File: src/rtl/unshift.sv
// Parallel-in, serial-out transmit shifter: loads a word when idle and emits one bit per i_en strobe.
// Define UNSHIFT_MSB_FIRST_EN to send the MSB first (default sends the LSB first).
module unshift #(
  parameter int WIDTH = 8
) (
  input  logic             i_clk,
  input  logic             i_rst,
  input  logic             i_load,
  input  logic [WIDTH-1:0] i_word,
  input  logic             i_en,
  output logic             o_data,
  output logic             o_busy,
  output logic             o_done
);

  localparam int INDEX = (WIDTH > 1) ? $clog2(WIDTH) : 1;
  localparam logic [INDEX-1:0] LAST = INDEX'(WIDTH - 1);

  localparam logic [0:0] ST_IDLE = 1'b0;
  localparam logic [0:0] ST_SEND = 1'b1;

  logic [0:0]       state;
  logic [WIDTH-1:0] sr;
  logic [INDEX-1:0] cnt;
  logic [WIDTH-1:0] sr_next;
  logic             sr_out;

`ifdef UNSHIFT_MSB_FIRST_EN
  assign sr_out  = sr[WIDTH-1];
  assign sr_next = sr << 1;
`else
  assign sr_out  = sr[0];
  assign sr_next = sr >> 1;
`endif

  // Outputs depend on registers only, so the receiver never sees an input-to-output path.
  assign o_busy = (state == ST_SEND);
  assign o_data = (state == ST_SEND) ? sr_out : 1'b0;

  always_ff @(posedge i_clk) begin
    if (i_rst) begin
      state  <= ST_IDLE;
      sr     <= '0;
      cnt    <= '0;
      o_done <= 1'b0;
    end else begin
      o_done <= 1'b0;
      case (state)
        ST_IDLE: begin
          // An i_en coinciding with the load is ignored: no bit was on the wire yet.
          if (i_load) begin
            sr    <= i_word;
            cnt   <= '0;
            state <= ST_SEND;
          end
        end
        ST_SEND: begin
          if (i_en) begin
            if (cnt == LAST) begin
              state  <= ST_IDLE;
              sr     <= '0;
              cnt    <= '0;
              o_done <= 1'b1;
            end else begin
              sr  <= sr_next;
              cnt <= cnt + INDEX'(1);
            end
          end
        end
        default: begin
          state <= ST_IDLE;
        end
      endcase
    end
  end

endmodule

File: config.mk
export PLATFORM = sky130hd
export DESIGN_NAME = unshift
export DESIGN_NICKNAME = d
export VERILOG_FILES = /design/src/rtl/unshift.sv
export SDC_FILE = /design/constraint.sdc
export NUM_CORES = 1
export LEC_CHECK = 0
export ABC_AREA = 1
export BUFFER_PORTS_ARGS = -buffer_cell sky130_fd_sc_hd__buf_2
export CAP_MARGIN = 10
export CORE_MARGIN = 5
export CORE_UTILIZATION = 44
export DETAILED_ROUTE_END_ITERATION = 10
export GPL_TIMING_DRIVEN = 0
export HOLD_SLACK_MARGIN = 0.06
export PLACE_DENSITY = 0.74
export SETUP_SLACK_MARGIN = 0.15
export SLEW_MARGIN = 20
export SYNTH_ARGS = -nofsm -noshare
export SYNTH_HDL_FRONTEND = slang
export SYNTH_SLANG_ARGS = --single-unit
File: constraint.sdc
create_clock -name i_clk -period 1.9 [get_ports i_clk]
set_input_delay 0.285 -clock i_clk [delete_from_list [all_inputs] [get_ports i_clk]]
set_output_delay 0.285 -clock i_clk [all_outputs]
set_load 0.1 [all_outputs]
==> flow_summary_export.csv <==
group,metric,value,unit
worst_setup_path,required,1.62,ns
finish,final_cell_area,797,sq um
detailed_routing,drcViolationCount,0,
power_and_ir_drop,power_leakage,0.424,nW
detailed_routing,via_count,668,
logic_synthesis,netlist_area,676,sq um
grt,grt_max_degree,11,
grt,grt-ovfl-total,0,
detailed_routing,first_iter_violations,12,
hold_path,hold_depth,2,
detailed_routing,drt-vias-per-instance,4.84,
clock_tree,cts-root-buf,"clkbuf_4",
finish,drive_above_1_share,21.3,%
grt,grt_antenna_before_repair,0,
placed_design,dp_hpwl,1.04,mm
timing,fin_ws,0.242,ns
logic_synthesis,synth.net_count,118,
clock_tree,ctsHoldBuffers,0,
grt,grt_pass1_wl,2.50,mm
timing,relSlewSlack,67.9,%
worst_setup_path,r2r_slack,0.60,ns
hold_path,min_from,"i_rst",
logic_synthesis,syn_avg_cell_area,6.50,sq um
worst_setup_path,cp-end-kind,"primary output",
timing,max_clock_freq,0.603,GHz
finish,area_growth,18.0,%
logic_synthesis,yosysWarningCount,0,
detailed_routing,wl_per_cell,10.6,microns
hold_path,holdPathEnd,"o_busy",
grt,grtUsageTotal,12.8,%
worst_setup_path,reg2reg_depth,7,
floorplanning,core,0.00149,sq mm
worst_setup_path,timing.rr.end,"sr[6]",
logic_synthesis,synth_cells,104,
logic_synthesis,yosysSeqAreaShare,38.5,%
timing,finClkSkew,0.00401,ns
detailed_routing,postRouteAntennaNets,0,
timing,finalWorstPathRequiredPeriod,1.66,ns
floorplanning,initial_core_util,45.4,%
clock_tree,post_cts_buffers,0,
timing,finalSetupTns,0,ns
placed_design,place_area,771,sq um
logic_synthesis,synth.distinct_cells,16,
detailed_routing,routed_wl,1.46,mm
timing,finalMaxSlewViolations,0,
timing,hold_slack,0.226,ns
timing,setup_viol,0,
timing,rsz0062_at_grt,"no",
placed_design,io_buffers,14,
timing,hold_viol,0,
worst_setup_path,r2r-start,"cnt[0]",
finish,fin_nets,137,
clock_tree,clock_sinks,13,
finish,antenna_cells,0,
run_status,status,"complete, no violations",
hold_path,hold_class,"in2reg",
worst_setup_path,worst-setup-path-type,"reg2out",
placed_design,place.gp.congestion,0.776,
clock_tree,clockBufferDepth,2,
floorplanning,row_count,14,
logic_synthesis,ys_top_cells_by_area,"dfxtp_1 39%, nand2_1 18%, nand3_1 13%, nor2_1 7.8%, inv_1 6.7%",
placed_design,dp_worst_setup_slack,0.524,ns
floorplanning,dieArea,0.00242,sq mm
clock_tree,clock_latency,0.27,ns
worst_setup_path,crit_arrival,1.37,ns
clock_tree,cts_buffers,3,
timing,min_period_over_period,87.3,%
power_and_ir_drop,power_density,775,mW/mm^2
logic_synthesis,synthDominantCellAreaShare,38.5,%
timing,worst_slew_pin_slew,0.485,ns
clock_tree,htreeDepth,1,
power_and_ir_drop,p_total,0.618,mW
detailed_routing,drt-pass1-iter-count,4,
worst_setup_path,critPathLaunchType,"flop",
power_and_ir_drop,vdd_drop_max,0.000393,V
worst_setup_path,cp_max_fo,10,
clock_tree,ctsResizeCount,0,
clock_tree,clkTransAtPathRegs,0.08,ns
floorplanning,die_w,49.2,microns
logic_synthesis,yosys.area.top_type,"dfxtp_1",
floorplanning,die_y,49.2,microns
clock_tree,cts_tree,"built",
flow_run,max_cap_viol_count,0,
floorplanning,io-pin-count,15,
grt,grt_pass1_vias,616,
logic_synthesis,ys_seq_elements,13,
[power by group]
| part | switching, mW | internal (mW) |
|---|---|---|
| clock | 0.0925 | 0.0812 |
| sequential | 0.0103 | 0.293 |
| combinational | 0.0903 | 0.0501 |
[registers in the layout, indices dropped and copies added (netlist names)]
register  cells
o_done        1
sr            8
cnt           3
o_busy        1
[cells in the final DEF, fill, tap and decap left out]
cell type / n
inv_2: 1
clkbuf_1: 1
inv_1: 11
o21ai_0: 1
dfxtp_2: 1
nand2_2: 1
dfxtp_1: 12
clkinvlp_4: 1
a21oi_1: 4
ha_1: 2
clkinv_1: 1
nand3_1: 17
nand2_1: 32
nor2_1: 14
buf_4: 2
nor3_1: 1
clkbuf_4: 3
buf_6: 1
nor2_2: 1
nor2_4: 1
buf_2: 14
[synthesized netlist by cell type]
master and instances:
nor2_2 1, nand2_1 32, nor2_4 1, nor2_1 14, clkinv_1 1, nand3_1 17
nand2_2 1, inv_2 1, ha_1 2, buf_6 1, a21oi_1 4, nor3_1 1
inv_1 12, o21ai_0 1, buf_4 2, dfxtp_1 13
[layer usage]
| metal | share of wire, % | GRT usage (%) | up-vias |
|---|---|---|---|
| met5 | 0 | 0 | - |
| met4 | 1.1 | 4.04 | 0 |
| met3 | 5.0 | 3.06 | 4 |
| met2 | 48 | 21.2 | 13 |
| met1 | 46 | 15.9 | 294 |
| li1 | - | - | 357 |
[final cells by class]
cell class	count	area, sq um
well taps	16	20.0
plain buffers	3	26.3
clock buffers	4	26.3
repair buffers	14	70.1
multi-input cells	74	337
fillers	155	692
flip-flops and latches	13	262
inverters	14	56.3
[worst max-delay path by stage]
| stage | from | to | slack (ns) |
|---|---|---|---|
| after detailed placement | o_busy | o_data | 0.52 |
| final | o_busy | o_data | 0.24 |
| after global placement | o_busy | o_data | 0.54 |
| after global routing | o_busy | o_data | 0.16 |
| after CTS | o_busy | o_data | 0.22 |
| after floorplan | o_busy | o_data | 0.27 |
[kinds of logic after synthesis]
group / after synthesis / synth area share (%)
flops: 13 / 38.5
compound gates: 5 / 3.70
simple gates: 67 / 42.4
buf+inv: 17 / 11.7
fa+ha+maj: 2 / 3.70
[critical path, cell delays in order (launching register included)]
cell	delay, ns
dfxtp_2	0.36
buf_4	0.18
nand2_1	0.10
clkinvlp_4	0.06
buf_2	0.41
[stage by stage]
stage | util [%] | cells
final | 53.5 | 138
after global routing | 53.5 | 138
after CTS | 53.5 | 138
after detailed placement | 51.8 | 134
after global placement | 51.8 | 134
after floorplan | - | 104
(Power assumes the default switching activity.)
